`src/rtl/orv64_param_pkg.sv`:
```
// Global ORV64 parameters shared by the memory-side blocks.
//   PHY_ADDR_WIDTH        physical address width
//   XLEN                  data path width
//   MAGICMEM_OURSBUS_ID   top-6-bit address tag that selects the magic memory
//   MAGICMEM_ARB_TIMEOUT  default WAIT-state limit for orv64_magicmem_arb
package orv64_param_pkg;

    localparam int unsigned PHY_ADDR_WIDTH       = 56;
    localparam int unsigned XLEN                 = 64;
    localparam logic [5:0]  MAGICMEM_OURSBUS_ID  = 6'h01;
    localparam int unsigned MAGICMEM_ARB_TIMEOUT = 64;

endpackage

```
`src/rtl/orv64_typedef_pkg.sv`:
```
// Shared ORV64 types: address/data words, the magic-memory arbiter state
// encoding and the latched request payload that is presented on oursbus.
package orv64_typedef_pkg;

    import orv64_param_pkg::*;

    typedef logic [PHY_ADDR_WIDTH-1:0] paddr_t;
    typedef logic [XLEN-1:0]           data_t;

    typedef enum logic [1:0] {
        IDLE  = 2'd0,
        ISSUE = 2'd1,
        WAIT  = 2'd2,
        RESP  = 2'd3
    } mm_arb_state_t;

    // Request payload held on the oursbus port for a whole transaction
    typedef struct packed {
        logic   rwn;
        paddr_t addr;
        data_t  wdata;
    } mm_arb_req_t;

endpackage

```
`src/rtl/orv64_rr_pick.sv`:
```
// Combinational N-way round-robin selector.
// Searches i_req starting at i_ptr and wrapping, lowest index first from the
// pointer; reports the winner as one-hot and as an index.
//   i_req      request vector
//   i_ptr      index with highest priority this cycle
//   o_grant_c  one-hot grant (all zero when nothing requests)
//   o_idx_c    winner index (0 when nothing requests)
//   o_valid_c  at least one request present
module orv64_rr_pick #(
    parameter  int unsigned N  = 2,
    localparam int unsigned IW = (N > 1) ? $clog2(N) : 1
) (
    input  logic [N-1:0]  i_req,
    input  logic [IW-1:0] i_ptr,
    output logic [N-1:0]  o_grant_c,
    output logic [IW-1:0] o_idx_c,
    output logic          o_valid_c
);

    logic [IW-1:0] w_cand;

    // (ptr + off) mod N; the sum never exceeds 2N-2 so IW+1 bits suffice
    function automatic logic [IW-1:0] f_wrap(input logic [IW:0] a);
        return IW'(a % N);
    endfunction

    // First requester at or after the pointer wins
    always_comb begin
        o_grant_c = '0;
        o_idx_c   = '0;
        o_valid_c = 1'b0;
        w_cand    = '0;
        for (int unsigned off = 0; off < N; off++) begin
            w_cand = f_wrap((IW+1)'(i_ptr) + (IW+1)'(off));
            if (!o_valid_c && i_req[w_cand]) begin
                o_valid_c = 1'b1;
                o_idx_c   = w_cand;
            end
        end
        o_grant_c[o_idx_c] = o_valid_c;
    end

endmodule

```
`src/rtl/orv64_magicmem_arb.sv`:
```
// Round-robin arbiter that serialises N requesters onto the single oursbus
// request port of the magic memory, one outstanding transaction at a time.
// Requests whose top 6 address bits are not MAGICMEM_OURSBUS_ID are answered
// at once with an error and never reach the bus.
//
// Optional build macro ORV64_MAGICMEM_ARB_TIMEOUT_EN: WAIT gives up after
// TIMEOUT_CYCLES cycles without ob_resp and answers with an error.
//
// Ports:
//   clk, rst              clock, asynchronous active-high reset
//   i_req_valid/rwn/addr/wdata   per-requester request (held until response)
//   o_resp_valid          one-hot, single-cycle response strobe
//   o_resp_err/rdata      response qualifiers, valid with o_resp_valid
//   o_ob_req              single-cycle request pulse to magic memory
//   o_ob_rwn/addr/wdata   request payload, held ISSUE through RESP
//   i_ob_rdata/resp/resp_err     magic memory response
module orv64_magicmem_arb
    import orv64_param_pkg::*;
    import orv64_typedef_pkg::*;
#(
    parameter int unsigned N_REQ          = 2,
    parameter int unsigned TIMEOUT_CYCLES = MAGICMEM_ARB_TIMEOUT
) (
    input  logic             clk,
    input  logic             rst,
    input  logic [N_REQ-1:0] i_req_valid,
    input  logic [N_REQ-1:0] i_req_rwn,
    input  paddr_t           i_req_addr  [N_REQ],
    input  data_t            i_req_wdata [N_REQ],
    output logic [N_REQ-1:0] o_resp_valid,
    output logic             o_resp_err,
    output data_t            o_resp_rdata,
    output logic             o_ob_req,
    output logic             o_ob_rwn,
    output paddr_t           o_ob_addr,
    output data_t            o_ob_wdata,
    input  data_t            i_ob_rdata,
    input  logic             i_ob_resp,
    input  logic             i_ob_resp_err
);

    localparam int unsigned IDX_W = (N_REQ > 1) ? $clog2(N_REQ) : 1;

    mm_arb_state_t    r_state,      w_state_nxt;
    logic [IDX_W-1:0] r_rr_ptr,     w_rr_ptr_nxt;
    logic [IDX_W-1:0] r_win_idx,    w_win_idx_nxt;
    mm_arb_req_t      r_ob,         w_ob_nxt;
    logic             r_ob_req,     w_ob_req_nxt;
    logic [N_REQ-1:0] r_resp_valid, w_resp_valid_nxt;
    logic             r_resp_err,   w_resp_err_nxt;
    data_t            r_resp_rdata, w_resp_rdata_nxt;

    logic [N_REQ-1:0] w_pick_grant;
    logic [IDX_W-1:0] w_pick_idx;
    logic             w_pick_valid;
    logic             w_pick_hit;
    logic [N_REQ-1:0] w_win_onehot;
    logic             w_timeout;

    orv64_rr_pick #(
        .N (N_REQ)
    ) u_rr_pick (
        .i_req     (i_req_valid),
        .i_ptr     (r_rr_ptr),
        .o_grant_c (w_pick_grant),
        .o_idx_c   (w_pick_idx),
        .o_valid_c (w_pick_valid)
    );

    assign w_pick_hit   = (i_req_addr[w_pick_idx][PHY_ADDR_WIDTH-1 -: 6] == MAGICMEM_OURSBUS_ID);
    assign w_win_onehot = N_REQ'(1) << r_win_idx;

`ifdef ORV64_MAGICMEM_ARB_TIMEOUT_EN
    localparam int unsigned CNT_W = $clog2(TIMEOUT_CYCLES + 1);

    logic [CNT_W-1:0] r_cnt, w_cnt_nxt;

    // Fires on the TIMEOUT_CYCLES-th WAIT cycle (counter is 0 on the first)
    assign w_timeout = (r_cnt == CNT_W'(TIMEOUT_CYCLES - 1));

    always_comb begin
        w_cnt_nxt = r_cnt;
        if (r_state == ISSUE) begin
            w_cnt_nxt = '0;
        end else if (r_state == WAIT) begin
            w_cnt_nxt = r_cnt + 1'b1;
        end
    end

    always_ff @(posedge clk or posedge rst) begin
        if (rst) begin
            r_cnt <= '0;
        end else begin
            r_cnt <= w_cnt_nxt;
        end
    end
`else
    logic unused_timeout_cfg;

    assign unused_timeout_cfg = ^TIMEOUT_CYCLES;
    assign w_timeout          = 1'b0;
`endif

    // Next state and next registered outputs
    always_comb begin
        w_state_nxt      = r_state;
        w_rr_ptr_nxt     = r_rr_ptr;
        w_win_idx_nxt    = r_win_idx;
        w_ob_nxt         = r_ob;
        w_ob_req_nxt     = 1'b0;
        w_resp_valid_nxt = '0;
        w_resp_err_nxt   = 1'b0;
        w_resp_rdata_nxt = r_resp_rdata;

        case (r_state)
            IDLE: begin
                if (w_pick_valid) begin
                    w_win_idx_nxt  = w_pick_idx;
                    w_rr_ptr_nxt   = (w_pick_idx == IDX_W'(N_REQ - 1)) ? '0 : w_pick_idx + 1'b1;
                    w_ob_nxt.rwn   = i_req_rwn[w_pick_idx];
                    w_ob_nxt.addr  = i_req_addr[w_pick_idx];
                    w_ob_nxt.wdata = i_req_wdata[w_pick_idx];
                    if (w_pick_hit) begin
                        w_state_nxt  = ISSUE;
                        w_ob_req_nxt = 1'b1;
                    end else begin
                        // Not a magic-memory address: answer immediately
                        w_state_nxt      = RESP;
                        w_resp_valid_nxt = w_pick_grant;
                        w_resp_err_nxt   = 1'b1;
                        w_resp_rdata_nxt = '0;
                    end
                end
            end
            ISSUE: begin
                w_state_nxt = WAIT;
            end
            WAIT: begin
                if (i_ob_resp) begin
                    w_state_nxt      = RESP;
                    w_resp_valid_nxt = w_win_onehot;
                    w_resp_err_nxt   = i_ob_resp_err;
                    w_resp_rdata_nxt = i_ob_rdata;
                end else if (w_timeout) begin
                    w_state_nxt      = RESP;
                    w_resp_valid_nxt = w_win_onehot;
                    w_resp_err_nxt   = 1'b1;
                    w_resp_rdata_nxt = '0;
                end
            end
            RESP: begin
                w_state_nxt = IDLE;
                w_ob_nxt    = '0;
            end
            default: begin
                w_state_nxt = IDLE;
                w_ob_nxt    = '0;
            end
        endcase
    end

    // State and output registers
    always_ff @(posedge clk or posedge rst) begin
        if (rst) begin
            r_state      <= IDLE;
            r_rr_ptr     <= '0;
            r_win_idx    <= '0;
            r_ob         <= '0;
            r_ob_req     <= 1'b0;
            r_resp_valid <= '0;
            r_resp_err   <= 1'b0;
            r_resp_rdata <= '0;
        end else begin
            r_state      <= w_state_nxt;
            r_rr_ptr     <= w_rr_ptr_nxt;
            r_win_idx    <= w_win_idx_nxt;
            r_ob         <= w_ob_nxt;
            r_ob_req     <= w_ob_req_nxt;
            r_resp_valid <= w_resp_valid_nxt;
            r_resp_err   <= w_resp_err_nxt;
            r_resp_rdata <= w_resp_rdata_nxt;
        end
    end

    assign o_resp_valid = r_resp_valid;
    assign o_resp_err   = r_resp_err;
    assign o_resp_rdata = r_resp_rdata;
    assign o_ob_req     = r_ob_req;
    assign o_ob_rwn     = r_ob.rwn;
    assign o_ob_addr    = r_ob.addr;
    assign o_ob_wdata   = r_ob.wdata;

endmodule

```
`config.mk`:
```
export PLATFORM = sky130hd
export DESIGN_NAME = orv64_magicmem_arb
export DESIGN_NICKNAME = d
export VERILOG_FILES = /design/src/rtl/orv64_param_pkg.sv /design/src/rtl/orv64_typedef_pkg.sv /design/src/rtl/orv64_rr_pick.sv /design/src/rtl/orv64_magicmem_arb.sv
export SDC_FILE = /design/constraint.sdc
export NUM_CORES = 1
export LEC_CHECK = 0
export CAP_MARGIN = 20
export CORE_AREA = 2 2 193 195
export DETAILED_ROUTE_END_ITERATION = 8
export DIE_AREA = 0 0 195 197
export GPL_ROUTABILITY_DRIVEN = 0
export HOLD_SLACK_MARGIN = 0.03
export PLACE_DENSITY = 0.55
export SLEW_MARGIN = 20
export SYNTH_ARGS = -nofsm -noshare
export SYNTH_HDL_FRONTEND = slang
export SYNTH_SLANG_ARGS = --single-unit
```
`constraint.sdc`:
```
create_clock -name clk -period 17.9 [get_ports clk]
set_input_delay 3.58 -clock clk [delete_from_list [all_inputs] [get_ports clk]]
set_output_delay 3.58 -clock clk [all_outputs]
set_load 0.02 [all_outputs]
```
==> results of run 1 <==
## final cells by class
type                            count  area share
Antenna cell                        1   0.0001719
Clock buffer                       21     0.03300
Clock inverter                     11    0.005413
Inverter                           68     0.01804
Multi-Input combinational cell    534      0.2218
Sequential cell                   193      0.3317
Tap cell                          468     0.04021
Timing Repair Buffer              509      0.3497
## layer usage
layer / up-vias / part of all wire
met5: - / 0
met4: 0 / 0.018
met3: 29 / 0.064
met2: 296 / 0.49
met1: 3805 / 0.43
li1: 3825 / -
## cells in the final DEF (no fill, tap or decap), drive strengths merged, types with 2 or more instances in the layout
| cell | synthesis | final |
|---|---|---|
| clkinvlp | 0 | 2 |
| a21oi | 3 | 3 |
| nor4b | 2 | 2 |
| clkinv | 0 | 6 |
| o21ai | 122 | 122 |
| nor2 | 6 | 6 |
| dfrtp | 193 | 193 |
| nand2b | 2 | 2 |
| nand3 | 3 | 3 |
| nand4 | 3 | 3 |
| mux2i | 122 | 122 |
| buf | 40 | 9 |
| inv | 68 | 71 |
| o22ai | 64 | 64 |
| nor2b | 2 | 2 |
| nand2 | 191 | 191 |
| ha | 3 | 3 |
| clkdlybuf4s50 | 0 | 500 |
| clkbuf | 20 | 21 |
## cells by family (layout without fill, tap and decap cells)
kind of cell,after synthesis,in the layout
and+or+nand+nor,212,212
AOI/OAI and AO/OA,197,197
DFF,193,193
buffers and inverters,128,609
muxes,122,122
adders and majority gates,3,3
other,0,1
## worst max-delay path, stage by stage
cell and delay [ns]:
clkdlybuf4s50_1 0.52, nand2b_1 0.16, nand2_4 0.28, buf_4 0.73
buf_4 0.88, mux2i_1 0.31, o21ai_1 0.09
## stage by stage
| stage | hold slack (ns) | utilization | power (mW) | cells |
|---|---|---|---|---|
| 2_1_floorplan | 0.4470 | - | 1.496 | 855 |
| 3_3_place_gp | 0.4611 | 0.3853 | 2.087 | 1771 |
| 3_5_place_dp | 0.4688 | 0.3853 | 2.103 | 1771 |
| 4_1_cts | 0.4856 | 0.4008 | 2.485 | 1803 |
| 5_1_grt | 0.5065 | 0.4016 | 2.608 | 1805 |
| 6_report | 0.4791 | 0.4016 | 2.449 | 1805 |
## registers in the layout, summed over array words and instances, names as in the netlist
signal and count:
r_rr_ptr 1, o_resp_err 1, o_ob_rwn 1, r_win_idx 1, o_ob_req 1, o_resp_rdata 64, r_state 2, o_ob_addr 56
o_resp_valid 2, o_ob_wdata 64
## worst min-delay path by stage
| stage | to | depth (start not counted) |
|---|---|---|
| floorplan | o_resp_valid[0] | 1 |
| global placement | o_ob_addr[43] | 2 |
| detailed placement | o_ob_addr[32] | 2 |
| CTS | o_ob_addr[32] | 2 |
| global route | o_ob_wdata[44] | 2 |
| finish | o_ob_addr[44] | 2 |
## power groups by stage
stage / Combinational, mW / Clock [mW] / Sequential [mW]
floorplan: 0.509 / 0 / 0.987
global placement: 1.33 / 0 / 0.753
detailed placement: 1.35 / 0 / 0.757
CTS: 1.35 / 0.387 / 0.752
global route: 1.43 / 0.405 / 0.775
finish: 1.33 / 0.372 / 0.750
==> flow_summary.yaml, run 1 <==
yosys:
  syn_nets: 1170
  seq_area_frac_synth: 0.5595
  yosysMostFrequentCell: "dfrtp_1"
  synth.distinct_cells: 32
  yosysTopAreaCellShare: 0.5595
  synth_fa_ha_area_frac: 0.004348
  synth_cells: 855
  synth_top_family_by_area: "multiplexers"
  synth-edff-count: 0
  syn_avg_cell_area_um2: 10.10
  synth_compound_area_frac: 0.1271
  synth-seq-cells: 193
  yosys.area_share.simple: 0.09900
  synth_xor_area_frac: 0
  synthMuxAreaShare: 0.1415
  synth_flop_cell: "dfrtp_1"
  yosysTopAreaCell: "dfrtp_1"
  async_flop_share: 1.000
  synth_top_cells_by_count: "193 x dfrtp_1, 191 x nand2_1, 122 x mux2i_1"
  syn_area_mm2: 0.008632
  synth_warnings: 0
  yosys-top-cells-area: "dfrtp_1 56%, mux2i_1 14%, nand2_1 8.3%"
grt:
  gr-usage-met1: 0.2093
  antenna_found_initial: 1
  grtUsageTotal: 0.1651
  busiest_layer: "met2"
  grt_pass1_wl_um: 48430
  overflow: 0
  use_met3: 0.04449
  first_global_vias: 7960
  grt_max_degree: 121
  met2_usage: 0.2739
die:
  die-area_mm2: 0.03842
  rows: 70
  floorplan.initialDensity: 0.2381
  die-height_um: 197
  io_pins: 501
  fp.dieW_um: 195
  coreArea_mm2: 0.03626
setup_path:
  crit_path_end: "o_ob_addr[24]"
  crit_arrival_ns: 6.66
  crit_start: "i_req_valid[0]"
  reg2reg_slack_ns: 14.67
  worst-path-max-fanout: 56
  cp.required_ns: 18.19
  end_kind: "flop"
  r2r-start: "r_rr_ptr"
  rr_worst_depth: 6
  r2r_end: "o_ob_addr[24]"
  cp-start-kind: "input port"
  critPathKind: "in -> reg"
timing:
  slew_headroom: 0.3177
  finalCritPeriodShare: 0.3562
  rsz0062_at_grt: "false"
  clock_skew_ns: 0.01025
  tns_ns: 0
  timing.final.ws_setup_ns: 11.52
  drv_slew: 0
  worst_pin_slew_ns: 1.023
  setup_viol: 0
  clock.fmax_ghz: 0.1568
  hold_viol: 0
  period_minus_slack_ns: 6.376
final_layout:
  layout.nets: 1638
  design_area_mm2: 0.01456
  multi_input_area_mm2: 0.003229
  drive_above_1_share: 0.03743
  regArea_mm2: 0.004830
  syn_to_final_growth_pct: 68.69
  nFillCells: 3630
clock_network:
  clockBufferDepth: 2
  numCtsBuffers: 17
  htreeDepth: 4
  post_cts_buffers: 0
  ctsHoldBuffers: 0
  clkSlewWorstSetupHoldPaths_ns: 0.07
  cts_tree: "built"
  clock_latency_ns: 0.45
  cts-root-buf: "clkbuf_16"
  cts_sinks: 193
  cts_resized: 0
detailed_routing:
  firstDrtPassIters: 4
  drt.antenna.violating_nets: 0
  routed_wl_um: 32570
  drc: 0
  routed_via_density: 4.407
  wl_per_cell_um: 18.04
  vias: 7955
  dr.first_iter.drc_count: 342
run:
  maxCapViolCount: 0
place:
  placed_area_mm2: 0.01397
  io_buffers: 500
  post-place-ws_ns: 11.04
  dpl.hpwl_um: 23620
power_and_ir_drop:
  internal_power_mw: 1.410
  leakage_nw: 6.661
  netSwitchingFraction: 0.4240
  combPwrFrac: 0.542
  powerDensity_mw_per_mm2: 168.2
  clkPwrFrac: 0.152
  p_sw_mw: 1.038
  seqPwrFrac: 0.306
  ir_drop_uv: 86.23
outcome:
  outcome: "completed"
hold_path:
  min_from: "o_ob_addr[44]"
  hold_class: "reg -> reg"
Note: power is estimated with default switching activity, not from simulation.
==> run 2, diff against run 1 <==
CORE_AREA = 2 2 197 199   (was 2 2 193 195)
DIE_AREA = 0 0 199 201   (was 0 0 195 197)
clock period = 5.8 ns   (was 17.9 ns; I/O delays follow)
==> run 2 against run 1 <==
  * Critical endpoint is now o_ob_wdata[50]
  * Global-route usage decreased by 0.70 points
  * Power increased to 3.1 times the previous value
  * First-iteration DRC count decreased by 4.7%
  * Largest cell class unchanged
  * Clock skew decreased by 0.0020 ns
  * Clock power increased to 3.1 times the previous value
  * Non-clock buffer count increased by 6
==> flow_summary.yaml, run 2 (same netlist as run 1, synthesis figures left out) <==
clock_network:
  cts_resized: 0
  clock_latency_ns: 0.45
  cts_sinks: 193
  cts_tree: "built"
  ctsHoldBuffers: 0
  numCtsBuffers: 17
  post_cts_buffers: 0
  clockBufferDepth: 2
  clkSlewWorstSetupHoldPaths_ns: 0.07
  htreeDepth: 4
  cts-root-buf: "clkbuf_16"
detailed_routing:
  drt.antenna.violating_nets: 0
  firstDrtPassIters: 5
  routed_wl_um: 32000
  vias: 7884
  dr.first_iter.drc_count: 326
  wl_per_cell_um: 17.20
  drc: 0
  routed_via_density: 4.239
die:
  rows: 72
  coreArea_mm2: 0.03811
  floorplan.initialDensity: 0.2265
  fp.dieW_um: 199
  io_pins: 501
  die-area_mm2: 0.04000
  die-height_um: 201
grt:
  overflow: 0
  first_global_vias: 7997
  grt_pass1_wl_um: 47750
  antenna_found_initial: 0
  grtUsageTotal: 0.1580
  grt_max_degree: 100
power_and_ir_drop:
  combPwrFrac: 0.547
  ir_drop_uv: 210.1
  leakage_nw: 6.688
  powerDensity_mw_per_mm2: 517.5
  netSwitchingFraction: 0.4273
  internal_power_mw: 4.355
  clkPwrFrac: 0.150
  p_sw_mw: 3.250
  seqPwrFrac: 0.304
timing:
  rsz0062_at_grt: "false"
  period_minus_slack_ns: 3.245
  slew_headroom: 0.2752
  hold_viol: 0
  finalCritPeriodShare: 0.5595
  drv_slew: 0
  hold_ws_ns: 0.4782
  tns_ns: 0
  setup_viol: 0
  clock_skew_ns: 0.008203
  worst_pin_slew_ns: 1.087
  clock.fmax_ghz: 0.3082
setup_path:
  r2r_end: "o_ob_wdata[50]"
  end_kind: "flop"
  crit_start: "i_req_valid[1]"
  r2r-start: "r_state[0]"
  slowest_delay_ns: 0.85
  crit_arrival_ns: 3.62
  rr_worst_depth: 6
  cp_slowest_cell: "buf_4"
  critPathKind: "in -> reg"
  cp-start-kind: "input port"
  cp.required_ns: 6.17
  reg2reg_slack_ns: 3.20
  crit_path_end: "o_ob_wdata[50]"
  crit_chain: "clkdlybuf4s50_1 -> nor2_1 -> a21o_4 -> buf_4 -> nand2_1 -> o21ai_1"
  worst-path-max-fanout: 99
run:
  maxCapViolCount: 0
final_layout:
  drive_above_1_share: 0.04173
  syn_to_final_growth_pct: 70.26
  layout.nets: 1644
  design_area_mm2: 0.01470
  n_antenna_cell: 0
  final_cell_mix: "500 x clkdlybuf4s50_1, 193 x dfrtp_1, 190 x nand2_1"
  layout_commonest_cell: "clkdlybuf4s50_1"
place:
  dpl.hpwl_um: 24030
  io_buffers: 500
  placed_area_mm2: 0.01411
hold_path:
  hold_class: "reg -> reg"
outcome:
  outcome: "completed"
==> run 2: power by group through the flow <==
stage               Combinational, mW  Clock (mW)  Sequential (mW)
floorplan                        1.57           0             3.05
global placement                 4.16           0             2.32
detailed placement               4.20           0             2.34
CTS                              4.20        1.19             2.32
global route                     4.48        1.24             2.40
finish                           4.16        1.14             2.31
==> run 2: per-layer routing <==
metal | GRT usage | vias to the layer above | share of wire
met4 | 0.05144 | 0 | 0.018
met5 | 0 | - | 0
met3 | 0.03679 | 29 | 0.070
met1 | 0.1888 | 3752 | 0.40
met2 | 0.2778 | 269 | 0.51
li1 | - | 3834 | -
==> run 2: worst min-delay path by stage <==
stage	from	to	slack, ns	cells past startpoint
2_1_floorplan	r_win_idx	o_resp_valid[0]	0.45	1
3_3_place_gp	o_ob_addr[36]	o_ob_addr[36]	0.46	2
3_5_place_dp	o_ob_addr[33]	o_ob_addr[33]	0.47	2
4_1_cts	o_ob_addr[33]	o_ob_addr[33]	0.49	2
5_1_grt	o_ob_addr[29]	o_ob_addr[29]	0.50	2
6_report	o_ob_addr[29]	o_ob_addr[29]	0.48	2
==> run 2: cell type report <==
class                      instances  area [um2]
clock buffer                      17       425.4
clock inverter                    15       130.1
fill                            3866       23410
inverter                          68       259.0
multi-input combinational        534        3229
sequential                       193        4830
tap                              518       648.1
timing repair buffer             515        5175
==> run 2: per-stage QoR <==
| stage | utilization | worst slack, ns | cells | power (mW) |
|---|---|---|---|---|
| floorplan | - | 2.150 | 855 | 4.618 |
| global placement | 0.3704 | 2.052 | 1827 | 6.475 |
| detailed placement | 0.3704 | 2.022 | 1827 | 6.536 |
| CTS | 0.3849 | 2.515 | 1859 | 7.707 |
| global route | 0.3857 | 2.345 | 1860 | 8.118 |
| finish | 0.3857 | 2.555 | 1860 | 7.606 |
==> run 2: worst max-delay path, delay by kind of cell <==
kind / cells / cell delay, ns
compound gates: 2 / 0.50
simple gates: 2 / 0.46
buf+inv: 2 / 1.38
